$ cat config.mk
export PLATFORM = sky130hd
export DESIGN_NAME = pipe_skid_buffer
export DESIGN_NICKNAME = d
export VERILOG_FILES = /design/src/rtl/pipe_buf_pkg.sv /design/src/rtl/pipe_data_reg.sv /design/src/rtl/pipe_skid_buffer.sv
export SDC_FILE = /design/constraint.sdc
export NUM_CORES = 1
export LEC_CHECK = 0
export ABC_AREA = 1
export CAP_MARGIN = 20
export CELL_PAD_IN_SITES_DETAIL_PLACEMENT = 0
export CELL_PAD_IN_SITES_GLOBAL_PLACEMENT = 2
export CORE_UTILIZATION = 28
export DETAILED_ROUTE_END_ITERATION = 12
export PLACE_DENSITY = 0.82
export SLEW_MARGIN = 20
export SYNTH_ARGS = -nofsm -noshare
export SYNTH_HDL_FRONTEND = slang
export SYNTH_HIERARCHICAL = 1
export SYNTH_SLANG_ARGS = --single-unit
$ cat constraint.sdc
create_clock -name clk -period 2.7 [get_ports clk]
set_input_delay 0.405 -clock clk [delete_from_list [all_inputs] [get_ports clk]]
set_output_delay 0.405 -clock clk [all_outputs]
set_load 0.02 [all_outputs]
$ cat src/rtl/pipe_buf_pkg.sv
// Shared definitions for the handshaked inter-stage pipeline buffer:
// payload field widths, the derived payload width, NOP constant and FSM encodings.
package pipe_buf_pkg;

  localparam int unsigned PC_W       = 32;
  localparam int unsigned INSTR_W    = 16;
  localparam int unsigned IMM_W      = 16;
  localparam int unsigned INT_W      = 1;
  localparam int unsigned DEF_DATA_W = PC_W + INSTR_W + IMM_W + INT_W;

  localparam logic [DEF_DATA_W-1:0] DEF_NOP_VALUE = '0;

  typedef enum logic [1:0] {
    ST_EMPTY = 2'd0,
    ST_ONE   = 2'd1,
    ST_TWO   = 2'd2
  } state_e;

endpackage

$ cat src/rtl/pipe_data_reg.sv
// Payload register with load enable and synchronous clear to NOP_VALUE.
// Clear wins over load; updates on the falling clock edge like the rest of the pipeline.
module pipe_data_reg
  import pipe_buf_pkg::*;
#(
  parameter int unsigned       DATA_W    = DEF_DATA_W,
  parameter logic [DATA_W-1:0] NOP_VALUE = '0
) (
  input  logic              clk,
  input  logic              clear,
  input  logic              load,
  input  logic [DATA_W-1:0] d,
  output logic [DATA_W-1:0] q
);

  logic [DATA_W-1:0] data_q;

  always_ff @(negedge clk) begin
    if (clear) begin
      data_q <= NOP_VALUE;
    end else if (load) begin
      data_q <= d;
    end
  end

  assign q = data_q;

endmodule

$ cat src/rtl/pipe_skid_buffer.sv
// Two-entry valid/ready skid buffer between pipeline stages, with synchronous flush.
// Main register is always the head; skid holds the second entry during a downstream stall.
module pipe_skid_buffer
  import pipe_buf_pkg::*;
#(
  parameter int unsigned       DATA_W    = DEF_DATA_W,
  parameter logic [DATA_W-1:0] NOP_VALUE = '0
) (
  input  logic              clk,
  input  logic              reset,
  input  logic              flush,
  input  logic              in_valid,
  output logic              in_ready,
  input  logic [DATA_W-1:0] in_data,
  output logic              out_valid,
  input  logic              out_ready,
  output logic [DATA_W-1:0] out_data,
  output logic [1:0]        occupancy
);

  state_e            state_q;
  logic              clear;
  logic              accept;
  logic              drain;
  logic              main_load;
  logic              skid_load;
  logic [DATA_W-1:0] main_d;
  logic [DATA_W-1:0] main_q;
  logic [DATA_W-1:0] skid_q;

  // Handshake outputs decode registered state only; no path from out_ready to in_ready.
  assign in_ready  = (state_q != ST_TWO);
  assign out_valid = (state_q != ST_EMPTY);
  assign out_data  = out_valid ? main_q : NOP_VALUE;
  assign occupancy = state_q;

  assign clear  = reset | flush;
  assign accept = in_valid & in_ready;
  assign drain  = out_valid & out_ready;

  // Main refills from skid when draining TWO, otherwise from the upstream payload.
  assign main_load = (state_q == ST_TWO) ? drain
                                         : (accept & ((state_q == ST_EMPTY) | drain));
  assign skid_load = (state_q == ST_ONE) & accept & ~drain;
  assign main_d    = (state_q == ST_TWO) ? skid_q : in_data;

  always_ff @(negedge clk) begin
    if (clear) begin
      state_q <= ST_EMPTY;
    end else begin
      unique case (state_q)
        ST_EMPTY: if (accept) state_q <= ST_ONE;
        ST_ONE: begin
          if (drain && !accept) begin
            state_q <= ST_EMPTY;
          end else if (!drain && accept) begin
            state_q <= ST_TWO;
          end
        end
        ST_TWO:   if (drain) state_q <= ST_ONE;
        default:  state_q <= ST_EMPTY;
      endcase
    end
  end

  pipe_data_reg #(
    .DATA_W   (DATA_W),
    .NOP_VALUE(NOP_VALUE)
  ) u_main (
    .clk  (clk),
    .clear(clear),
    .load (main_load),
    .d    (main_d),
    .q    (main_q)
  );

  pipe_data_reg #(
    .DATA_W   (DATA_W),
    .NOP_VALUE(NOP_VALUE)
  ) u_skid (
    .clk  (clk),
    .clear(clear),
    .load (skid_load),
    .d    (in_data),
    .q    (skid_q)
  );

endmodule

== Word level (Yosys, flattened, before mapping) ==
Cells that the tools add are included.

* Multiplexer cells: 8
* Reductions and logical operators: 7
* Bitwise operators: 8
* Equal/unequal tests: 6

{| class="wikitable"
|+ Operator list
! operator !! count
|-
| $mux W65 || 2
|-
| $mux W2 || 4
|-
| $ne A2 B2 Y1 const B || 3
|-
| $pmux W2 S3 || 1
|-
| $and A1 B1 Y1 || 5
|-
| $ne A3 B1 Y1 const B || 1
|-
| $reduce_and A3 Y1 || 1
|-
| $eq A2 B1 Y1 const B || 1
|-
| $eq A2 B2 Y1 const B || 1
|-
| $logic_and A1 B1 Y1 || 2
|-
| $logic_not A1 Y1 || 2
|-
| $logic_not A2 Y1 || 1
|-
| $or A1 B1 Y1 || 2
|-
| $reduce_bool A2 Y1 || 1
|-
| $mux W1 || 1
|-
| $not A1 Y1 || 1
|}

* Output and inout port bits: 69
* Word-level logic and storage cells: 32
* Flip-flop bits (word level): 132
* Input port bits: 70

== Longest topological paths before layout ==
* Word-level depth: 7
* Depth in mapped cells: 10
* Depth with buffers taken out: 8

== Hierarchy ==
Netlist, hierarchy kept.

{| class="wikitable"
|+ Modules (own cells, without submodules)
! module !! seq. area each (um^2) !! area an instance (um^2) !! times used !! cells each
|-
| pipe_data_reg || 1,301.2 || 2,632.5 || 2 || 413
|-
| pipe_skid_buffer || 40.0 || 1,622.8 || 1 || 380
|}

==> results <==
[worst max-delay path: cells and delay by family, from the launching register on]
family / cells / cell delay, ns
flops: 1 / 0.34
buf+inv: 5 / 0.60
simple gates: 2 / 0.12
[per-stage QoR]
step | setup WS, ns | instance area [sq um] | cells | TNS, ns | hold WS, ns
3_3_place_gp | -0.545 | 9300 | 1643 | -97.89 | 0.457
4_1_cts | -0.665 | 10700 | 1817 | -33.26 | 0.466
3_5_place_dp | -0.555 | 9300 | 1643 | -97.26 | 0.462
6_report | -0.570 | 10800 | 1821 | -31.97 | 0.465
5_1_grt | -0.639 | 10800 | 1821 | -36.39 | 0.479
2_1_floorplan | -0.0974 | 7330 | 1206 | -5.68 | 0.449
[state kept, by name (all words and copies together), names as in the netlist]
name,flops
u_main/q,65
u_skid/q,65
occupancy,2
[layout make-up]
class | instances | area, sq um
multi-input combinational | 797 | 3580
sequential | 132 | 2650
fill | 2708 | 13500
clock buffer | 17 | 425
timing repair inverter | 1 | 8.76
tap | 324 | 405
clock inverter | 146 | 694
timing repair buffer | 200 | 2200
inverter | 204 | 790
[kinds of logic (layout without fill, tap and decap cells)]
| kind of cell | count (synthesis) | after routing | share of synthesized area [%] |
|---|---|---|---|
| AOI/OAI and AO/OA | 3 | 3 | 0.291 |
| buffers and inverters | 277 | 568 | 16.8 |
| DFF | 132 | 132 | 38.4 |
| and+or+nand+nor | 794 | 794 | 44.5 |
[cell usage in the layout (no fill, tap or decap)]
master and count:
nand2_1 398, dfxtp_4 2, inv_4 6, inv_2 2, buf_6 46, buf_2 19, buf_16 6, nor2_1 262
inv_6 3, nor2_4 60, bufinv_16 4, inv_1 330, a21oi_1 1, nand2_8 1, buf_4 38, nand2_4 1
clkbuf_2 1, inv_8 1, dfxtp_1 130, bufbuf_16 2, dlygate4sd2_1 2, clkbuf_16 18, nor2_2 6, clkdlybuf4s50_1 67
buf_8 1, clkinvlp_2 1, inv_16 1, clkinv_4 3, o211ai_1 1, nand3_1 66, buf_12 17, a22oi_2 1
[worst max-delay path by stage]
| stage | from | endpoint | slack [ns] | cells after the start |
|---|---|---|---|---|
| 2_1_floorplan | occupancy[1] | out_data[24] | -0.1 | 6 |
| 3_3_place_gp | in_valid | u_main/q[19] | -0.55 | 8 |
| 3_5_place_dp | in_valid | u_main/q[19] | -0.56 | 8 |
| 4_1_cts | occupancy[1] | out_data[64] | -0.67 | 6 |
| 5_1_grt | occupancy[1] | out_data[32] | -0.64 | 7 |
| 6_report | occupancy[1] | out_data[32] | -0.57 | 7 |
[power breakdown]
part	internal [uW]	switching (uW)	total, uW
Clock	1820	1410	3230
Sequential	2020	27.6	2050
Combinational	362	410	771
Total	4200	1850	6050
[repair_timing]
action                                  CTS  global route
hold buffers                              0             0
gates cloned                              7             1
gates resized for setup                 387            16
endpoints found under the setup margin  198            71
setup buffers                             7             3
pin swaps                                 4             2
[routing by layer]
layer / global-route usage, % / wire [um] / vias up
met3: 6.64 / 944 / 10
met5: 0 / 0 / -
met4: 6.97 / 63 / 0
met2: 27.3 / 10100 / 148
li1: - / - / 4005
met1: 19.3 / 9360 / 3151
==> impl_metrics.json <==
{
  "grt_start_max_net_pins": 69,
  "setup_viol": 69,
  "dr_total_vias": 7314,
  "drt-initial-drc-count": 233,
  "area_growth_pct": 56.1,
  "failed_checks": "setup timing",
  "reg2reg_to": "u_main/q[32]",
  "ys_ff_latch": 132,
  "async_flop_share_pct": 0,
  "hold_viol": 0,
  "clk_pin_slew_ns": 0.03,
  "yosys.area.top_type": "dfxtp_1",
  "ys_warn_count": 6,
  "power_uw": 6050,
  "synth_area_leaders": "dfxtp_1 38%, nand2_1 22%, nor2_1 18%, inv_1 11%, nand3_1 4.8%",
  "clock-root-buffer": "clkbuf_16",
  "num-nets-final": 1555,
  "r2r_setup_slack_ns": 0.19,
  "yosys-top-cells-count": "398 x nand2_1, 328 x nor2_1, 204 x inv_1, 132 x dfxtp_1, 66 x nand3_1",
  "dieArea_sq_um": 25200,
  "synth_ff_type": "dfxtp_1",
  "critPathSlowestCell": "dfxtp_4",
  "worst_pin_slew_ns": 0.828,
  "gp_congestion": 0.716,
  "antenna_found_initial": 0,
  "syn_avg_cell_area_sq_um": 5.71,
  "cp_cell_sequence": "inv_4 > nand2_8 > inv_16 > buf_6 > buf_16 > nor2_4 > buf_4",
  "hold_depth": 2,
  "required_ns": 2.30,
  "netlist_instances": 1206,
  "clk_latency_ns": 0.45,
  "finClkSkew_ns": 0.0181,
  "cp_max_fo": 8,
  "ios": 139,
  "grt_pass1_vias": 7113,
  "status": "complete, but fails checks",
  "die_y_um": 159,
  "synth_nets": 1276,
  "numCtsBuffers": 17,
  "cts.path.max_buffers": 2,
  "ir_drop_mv": 0.313,
  "rsz0062_at_grt": "true",
  "cts_tree": "done",
  "slowest_delay_ns": 0.34,
  "min_path_type": "flop to flop",
  "track_usage_pct": 16.7,
  "p_per_area_nw_per_um2": 562,
  "clock-sinks": 132,
  "cts.htree.levels": 4,
  "dpl.hpwl_um": 12600,
  "seq_area_frac_synth_pct": 38.4,
  "leakagePower_uw": 0.00546,
  "drt_pass1_iterations": 5,
  "reg2regPathDepth": 11,
  "synth_area_sq_um": 6890,
  "start_kind": "flop",
  "synth_cell_types": 15,
  "final_core_util_pct": 44.3,
  "whs_endpoint": "u_main/q[26]",
  "placement.io_buffers": 138,
  "drv_slew": 0,
  "fp-row-count": 57,
  "drt_wl_total_um": 20400,
  "wl_per_cell_um": 11.2,
  "yosysMostFrequentCell": "nand2_1",
  "core-area_sq_um": 24200,
  "r2r-start": "occupancy[1]",
  "grt_pass1_wl_um": 33800,
  "worst_slew_margin_rel_pct": 44.8,
  "synth-edff-count": 0,
  "die_x_um": 159,
  "hold_path.startpoint": "u_main/q[26]",
  "max-cap-violations": 0,
  "final.setup.worst_slack_ns": -0.570,
  "arrival_ns": 2.86,
  "postRouteAntennaNets": 0,
  "drc": 0,
  "drive_gt1_share_pct": 16.0,
  "initial_core_util_pct": 28.4,
  "insertedDiodeCount": 0,
  "setup.worst_path.end_class": "output pin",
  "critical_path_class": "flop to output pin",
  "synth_top_area_share_pct": 38.4,
  "grt.overflow.total": 0,
  "viasPerCell": 4.02
}
(Power assumes the default switching activity.)
